==> config.mk <==
export PLATFORM = sky130hd
export DESIGN_NAME = mem_access_ctrl
export DESIGN_NICKNAME = d
export VERILOG_FILES = /design/src/rtl/mem_access_ctrl.sv
export SDC_FILE = /design/constraint.sdc
export NUM_CORES = 1
export LEC_CHECK = 0
export ABC_AREA = 1
export CAP_MARGIN = 0
export CORE_ASPECT_RATIO = 0.9
export CORE_MARGIN = 8
export CORE_UTILIZATION = 39
export CTS_BUF_LIST = sky130_fd_sc_hd__clkbuf_2 sky130_fd_sc_hd__clkbuf_4 sky130_fd_sc_hd__clkbuf_8
export CTS_CLUSTER_SIZE = 10
export DETAILED_ROUTE_END_ITERATION = 6
export HOLD_SLACK_MARGIN = 0.06
export PLACE_DENSITY = 0.81
export SLEW_MARGIN = 5
export SYNTH_ARGS = -nofsm -noshare
export SYNTH_HDL_FRONTEND = slang
export SYNTH_SLANG_ARGS = --single-unit
==> constraint.sdc <==
create_clock -name clk -period 1.45 [get_ports clk]
set_input_delay 0.3625 -clock clk [delete_from_list [all_inputs] [get_ports clk]]
set_output_delay 0.3625 -clock clk [all_outputs]
set_load 0.03 [all_outputs]
==> src/rtl/mem_access_ctrl.sv <==
// mem_access_ctrl
// ----------------------------------------------------------------------------
// Memory access sequencer that sits directly after the MMU. It takes one core
// access at a time (instruction fetch, data read or data write) and does one
// of two things:
//   - If the MMU reports a miss or a protection fault for the translated
//     address, it pulses mmu_fault and returns a faulted completion.
//   - Otherwise it runs one handshaked cycle on the physical memory bus and
//     returns the read data.
//
// Optional build macro: BUS_TIMEOUT_EN
//   When defined, a bus cycle that gets no bus_ack within TIMEOUT clocks is
//   abandoned. It completes to the core as a non-miss fault and sets the
//   sticky bus_timeout flag. When undefined, the bus waits indefinitely and
//   bus_timeout is tied low.
//
// Parameters
//   RV       data width in bits (byte lanes = RV/8)
//   PA       physical byte-address width (word address = PA - RV/16 bits)
//   TIMEOUT  bus watchdog limit in clocks, 1..255 (BUS_TIMEOUT_EN only)
//
// Ports
//   clk, reset                  clock; synchronous active-high reset
//   req_valid/pc/write/be/wdata core request, held until req_ready
//   req_ready/fault/fault_miss  one-cycle completion pulse and its status
//   req_rdata                   read data of the last completed read
//   addrp                       translated word address from the MMU
//   mmu_miss_fault/prot_fault   combinational MMU fault indications
//   mmu_fault                   one-cycle pulse: MMU captures fault state
//   bus_req/write/addr/be/wdata registered bus cycle, held until bus_ack
//   bus_rdata, bus_ack          bus response
//   bus_timeout                 sticky watchdog flag
// ----------------------------------------------------------------------------
//
// state    | meaning
// ---------+---------------------------------------------------------------
// ST_IDLE  | waiting for req_valid; decides fault vs bus access
// ST_FAULT | faulted completion cycle (req_ready + req_fault), then IDLE
// ST_BUS   | bus_req held until bus_ack (or watchdog expiry)
// ST_DONE  | normal completion cycle (req_ready, no fault), then IDLE

module mem_access_ctrl #(
    parameter int RV      = 16,
    parameter int PA      = 16,
    parameter int TIMEOUT = 15
) (
    input  logic                 clk,
    input  logic                 reset,

    input  logic                 req_valid,
    input  logic                 req_pc,
    input  logic                 req_write,
    input  logic [RV/8-1:0]      req_be,
    input  logic [RV-1:0]        req_wdata,
    output logic                 req_ready,
    output logic                 req_fault,
    output logic                 req_fault_miss,
    output logic [RV-1:0]        req_rdata,

    input  logic [PA-RV/16-1:0]  addrp,
    input  logic                 mmu_miss_fault,
    input  logic                 mmu_prot_fault,
    output logic                 mmu_fault,

    output logic                 bus_req,
    output logic                 bus_write,
    output logic [PA-RV/16-1:0]  bus_addr,
    output logic [RV/8-1:0]      bus_be,
    output logic [RV-1:0]        bus_wdata,
    input  logic [RV-1:0]        bus_rdata,
    input  logic                 bus_ack,
    output logic                 bus_timeout
);

    localparam int BW = RV / 8;
    localparam logic [7:0] TMO_LIMIT = 8'(TIMEOUT);

    typedef enum logic [1:0] {
        ST_IDLE  = 2'd0,
        ST_FAULT = 2'd1,
        ST_BUS   = 2'd2,
        ST_DONE  = 2'd3
    } state_t;

    state_t state;
    logic   acc_write;

    // Fetches never write, whatever req_write says.
    assign acc_write = req_write & ~req_pc;

`ifdef BUS_TIMEOUT_EN
    logic [7:0] tmo_cnt;
`else
    logic unused_tmo_cfg;
    assign unused_tmo_cfg = ^TMO_LIMIT;
    assign bus_timeout    = 1'b0;
`endif

    // All core-facing outputs are registered on the transition into the state
    // that presents them, so they are valid for exactly the one cycle spent in
    // ST_FAULT / ST_DONE.
    always_ff @(posedge clk) begin
        if (reset) begin
            state          <= ST_IDLE;
            req_ready      <= 1'b0;
            req_fault      <= 1'b0;
            req_fault_miss <= 1'b0;
            req_rdata      <= '0;
            mmu_fault      <= 1'b0;
            bus_req        <= 1'b0;
            bus_write      <= 1'b0;
            bus_addr       <= '0;
            bus_be         <= '0;
            bus_wdata      <= '0;
`ifdef BUS_TIMEOUT_EN
            tmo_cnt        <= 8'd0;
            bus_timeout    <= 1'b0;
`endif
        end else begin
            req_ready      <= 1'b0;
            req_fault      <= 1'b0;
            req_fault_miss <= 1'b0;
            mmu_fault      <= 1'b0;

            case (state)
                ST_IDLE: begin
                    if (req_valid) begin
                        if (mmu_miss_fault || mmu_prot_fault) begin
                            // Miss wins when both are reported. The core keeps
                            // its request up during ST_FAULT, so the MMU still
                            // sees the faulting address when mmu_fault fires.
                            req_ready      <= 1'b1;
                            req_fault      <= 1'b1;
                            req_fault_miss <= mmu_miss_fault;
                            mmu_fault      <= 1'b1;
                            state          <= ST_FAULT;
                        end else begin
                            bus_req   <= 1'b1;
                            bus_write <= acc_write;
                            bus_addr  <= addrp;
                            bus_be    <= acc_write ? req_be : {BW{1'b1}};
                            bus_wdata <= req_wdata;
`ifdef BUS_TIMEOUT_EN
                            tmo_cnt   <= 8'd0;
`endif
                            state     <= ST_BUS;
                        end
                    end
                end

                ST_FAULT: begin
                    state <= ST_IDLE;
                end

                ST_BUS: begin
                    // An ack in the same cycle as watchdog expiry still
                    // completes normally.
                    if (bus_ack) begin
                        bus_req   <= 1'b0;
                        req_ready <= 1'b1;
                        if (!bus_write) begin
                            req_rdata <= bus_rdata;
                        end
                        state     <= ST_DONE;
                    end
`ifdef BUS_TIMEOUT_EN
                    else if (tmo_cnt == TMO_LIMIT - 8'd1) begin
                        // Reuses ST_FAULT for the completion cycle; no
                        // mmu_fault because the translation itself was fine.
                        bus_req     <= 1'b0;
                        req_ready   <= 1'b1;
                        req_fault   <= 1'b1;
                        bus_timeout <= 1'b1;
                        state       <= ST_FAULT;
                    end else begin
                        tmo_cnt <= tmo_cnt + 8'd1;
                    end
`endif
                end

                ST_DONE: begin
                    state <= ST_IDLE;
                end

                default: begin
                    state <= ST_IDLE;
                end
            endcase
        end
    end

endmodule

Word level (Yosys, flattened, before mapping)
Cells that the tools add are included.
- bits in registers: 56
- latch bits: 0
- memory bits (writable): 0
- ROM bits: 0
- input port bits: 57
- output and inout port bits: 56
- logic and storage cells: 45
- memories kept: 0
- add/sub/neg operators: 0
- $mul: 0
- divide/modulo/power cells: 0
- magnitude comparators: 0
- equal/unequal tests: 6
- shift-type cells: 0
- muxes and demuxes: 13
- bitwise gates (word level): 6
- reductions and logical operators: 10
- operators with widths (operator ; number):
    2-bit 2-to-1 mux ; 4
    1-bit 2-to-1 mux ; 6
    2-bit != test, second input constant ; 3
    2-bit one-hot mux with 3 select lines ; 1
    3-bit AND reduction ; 2
    1-bit NOT ; 5
    2-bit == test, second input constant ; 2
    1-bit one-hot mux with 2 select lines ; 2
    4-bit AND reduction ; 1
    2-bit OR reduction ; 2
    4-bit OR reduction ; 1
    2-bit by 1-bit == test with 1-bit output, second input constant ; 1
    2-bit zero test ; 1
    2-bit AND reduction ; 1
    2-bit nonzero test ; 1
    1-bit AND ; 1
    1-bit logical OR ; 1

Longest topological paths before layout
Gate-level depths: netlist of the first run.
- depth in word-level cells: 4
- gate-level depth with buffers: 7
- mapped depth without buffers: 7

Worst setup path before layout of the first run
No wires, ideal clock.
- kind: reg-to-reg
- start: register bus_write
- end: register req_rdata[0]
- data arrival time: 1.114 ns
- required time: 1.334 ns
- slack: 0.220 ns
- stages on the path, launching flop included: 6
- buffers on the path: 1
- period minus slack after synthesis: 1.230 ns
- cell sequence: dfxtp_1 -> nor3_4 -> inv_4 -> buf_6 -> nor2_1 -> nor2_1
- cells in the longest elaborated chain, start to end: 2
- RTL lines (item ; line ; text):
    start, declared ; 66 ; output logic bus_write,
    start signal, assigned ; 139 ; bus_write <= acc_write;
    1-bit NOT (no line) ; -- ;
    3-bit AND reduction (no line) ; -- ;
    end signal, assigned ; 162 ; req_rdata <= bus_rdata;
    end, declared ; 58 ; output logic [RV-1:0] req_rdata,
No other way between the ends.
A chain may end at the register's enable or synchronous reset.

Final worst setup path of the first run
- start: register mmu_fault
- end: output mmu_fault
- RTL lines (item ; line ; text):
    start, declared ; 63 ; output logic mmu_fault,
    start signal, assigned ; 109 ; mmu_fault <= 1'b0;
    start signal, assigned ; 123 ; mmu_fault <= 1'b0;
    start signal, assigned ; 135 ; mmu_fault <= 1'b1;
No word-level cell between the ends.

==> results by group, run 1 <==
Status
  • Outcome: completed

Critical path
  • Cell depth of the worst setup path: 1
  • Cell family with the largest share of critical-path delay: buffers and inverters
  • CP arrival: 1.04 ns
  • Critical path capture point type: output port
  • Critical Path Fanout Max: 2
  • Slowest library cell on the worst path: dlygate4sd2_1
  • Startpoint of the worst register-to-register path: state[1]
  • Crit path kind: flip-flop to output port
  • Flop-to-flop setup slack: 0.20 ns
  • Worst path buffer plus inverter count: 1
  • Crit-path max cell delay: 0.41 ns
  • Required time worst endpoint: 1.09 ns
  • Launching element type of the critical path: flip-flop
  • Count of cells along the worst register-to-register path: 7
  • Cell Chain, Critical Path: dlygate4sd2_1
  • R2r endpoint: bus_wdata[6]

Drt
  • Detailed-route wire length: 6230 um
  • Via count normalized by instance count: 4.64
  • Antenna Nets Post-Route: 0
  • Remaining design rule violation count: 0
  • Routed wire per std cell: 14.5 um
  • Via count: 1994
  • Detailed-routing iteration count for the pre-antenna-repair pass: 4
  • Violation count after the first detailed-route iteration: 82

Synth
  • Warnings from Yosys: 0
  • Distinct cell type count after synthesis: 24
  • Post-synthesis sequential area ratio: 55.6%
  • Register bit count reported by yosys: 56
  • Mean instance size in the synthesized netlist: 8.13 sq um
  • Netlist Area Pre-Place: 2020 sq um
  • Post-Syn Instances: 248
  • Number of nets in the synthesized netlist: 305

Layout
  • Utilization after layout: 63.7%
  • Share of post-route cells with drive strength above 1: 11.0%
  • Fill count: 465
  • Layout Cells excl Fill: 430
  • Post-route standard cell area excluding fillers: 3270 sq um
  • Relative area change from synthesis to final layout: 62.2%
  • Antenna Diode Count: 0
  • Nets: 419

STA
  • Part of the cycle the worst path needs: 97.0%
  • Count of final setup violators: 0
  • Worst Hold Margin: 0.475 ns
  • Period minus WS final: 1.41 ns
  • RSZ-0062 raised after global routing: false
  • Max-slew violations: 0
  • Final setup TNS: 0 ns
  • Highest clock frequency the design can meet: 0.711 GHz
  • Final Hold Violating Endpoints: 0
  • Worst setup skew after layout: 0.00932 ns

Floorplan
  • Die X: 91.8 um
  • Total number of placement rows: 25
  • Ports: 113
  • Initial Util: 39.3%
  • Die height: 84.2 um
  • Core area: 5130 sq um
  • DIE AREA: 7730 sq um

Clocking
  • H-tree Lvls: 2
  • CTS root buf: clkbuf_8
  • TritonCTS clock tree: yes
  • Clk_lat worst skew: 0.30 ns
  • Cts hold-fix bufs: 0
  • Count of buffers added by post-CTS timing repair for setup: 0
  • TritonCTS sink count: 56
  • Num CTS Buffers: 5
  • Largest buffer count on any clock path: 2
  • Clock slew at the register clock pins of the worst setup and hold paths: 0.09 ns

Min path
  • Instance count along the most critical hold path: 2
  • Classification of the worst-slack hold path: flip-flop to flip-flop
  • HP Start: bus_req
  • Hold Crit Endpoint: bus_req

Place
  • Placed Cells incl. Taps: 422
  • Count of input and output buffers: 111
  • Dpl cell area: 3230 sq um
  • HPWL after detailed placement: 4700 um
  • Final weighted congestion in routability-driven placement: 0.766

Pwr
  • Worst supply voltage drop on vdd: 0.000512 V
  • Leakage dissipation: 1.48 nW
  • Total power divided by cell area: 993 nW/um^2

GRT
  • Global-route usage over all layers: 16.0%
  • Wire length of the first global-routing pass: 10100 um
  • Maximum number of pins on one net before global-route repair: 34
  • Number of antenna violations at the first check in global routing: 0
  • Overall overflow remaining after global route: 0
  • Via count of the first global-routing pass: 2132

Flow run
  • Max-cap viol count: 0
[Yosys cell counts, drive strengths merged]
library cell  number  area, sq um
nor2             101          397
dfxtp             56         1120
o21ai             50          250
buf               11         91.3
nand2              8         35.0
inv                7         28.8
clkbuf             4         15.0
a21oi              3         18.8
a211oi             2         15.0
nor3               2         21.3
and2               1         6.26
conb               1         3.75
nand3              1         5.00
nand3b             1         7.51
[layout by cell type, fill, tap and decap left out, drive strengths merged]
cell           instances
clkdlybuf4s15         32
o21ai                 50
conb                   1
nand2                  8
nand3                  1
nor2                 101
nor3                   2
clkbuf                14
buf                   12
nand3b                 1
dfxtp                 56
and2                   1
clkinv                 2
clkdlybuf4s50         56
a21oi                  3
inv                    7
dlygate4sd2           14
a211oi                 2
[state kept, by name (all words and copies together) (netlist names)]
signal / count
bus_req: 1
bus_be: 2
req_fault_miss: 1
req_rdata: 16
mmu_fault: 1
bus_write: 1
bus_addr: 15
bus_wdata: 16
state: 2
req_ready: 1
[layer usage]
metal | part of all wire (%) | track usage (%) | vias to the layer above
met5 | 0 | 0 | -
met4 | 0.64 | 3.07 | 0
met3 | 10 | 8.73 | 5
met2 | 45 | 26.2 | 79
met1 | 43 | 18.1 | 899
li1 | - | - | 1011
[worst max-delay path by stage]
stage                   start            end  slack (ns)
3_3_place_gp   mmu_prot_fault  bus_wdata[10]       -0.17
4_1_cts          bus_wdata[2]   bus_wdata[2]       0.002
2_1_floorplan       bus_write   req_rdata[0]        0.22
6_report            mmu_fault      mmu_fault        0.04
3_5_place_dp   mmu_miss_fault   bus_wdata[6]       -0.25
5_1_grt             bus_be[0]      bus_be[0]      0.0006
[cell type report]
type,instances,area (sq um),area share (%)
multi-input cells,170,759,23.2
inverters,7,28.8,0.880
clock inverters,2,10.0,0.306
repair buffers,122,1180,36.2
clock buffers,6,82.6,2.53
flip-flops and latches,56,1120,34.3
well taps,67,83.8,2.56
[stage by stage]
| step | power, W | setup slack (ns) |
|---|---|---|
| floorplan | 0.00207 | 0.220 |
| global route | 0.00341 | 0.000569 |
| global placement | 0.00246 | -0.173 |
| CTS | 0.00327 | 0.00219 |
| detailed placement | 0.00248 | -0.248 |
| finish | 0.00325 | 0.0435 |
[kinds of logic after synthesis]
logic type / synth area share, %
DFF: 55.6
other: 0.186
and+or+nand+nor: 23.4
AOI/OAI and AO/OA: 14.1
buffers and inverters: 6.70
[where the power goes]
group / internal (W) / switching (W)
clock network: 0.000383 / 0.000481
logic: 0.000315 / 0.000393
registers: 0.00163 / 0.0000454
total: 0.00233 / 0.000920
[timing repair]
item / in CTS / in global routing
setup endpoints to repair: 54 / 40
hold endpoints to repair: 0 / 0
gates resized for setup: 55 / 47
Note: power is estimated with default switching activity, not from simulation.
==> run 2, diff against run 1 <==
- ABC_CLOCK_PERIOD_IN_PS: not set -> 1450
==> results of run 2 <==
Same layout as run 1: the final DEF is identical, and so are final timing and power.
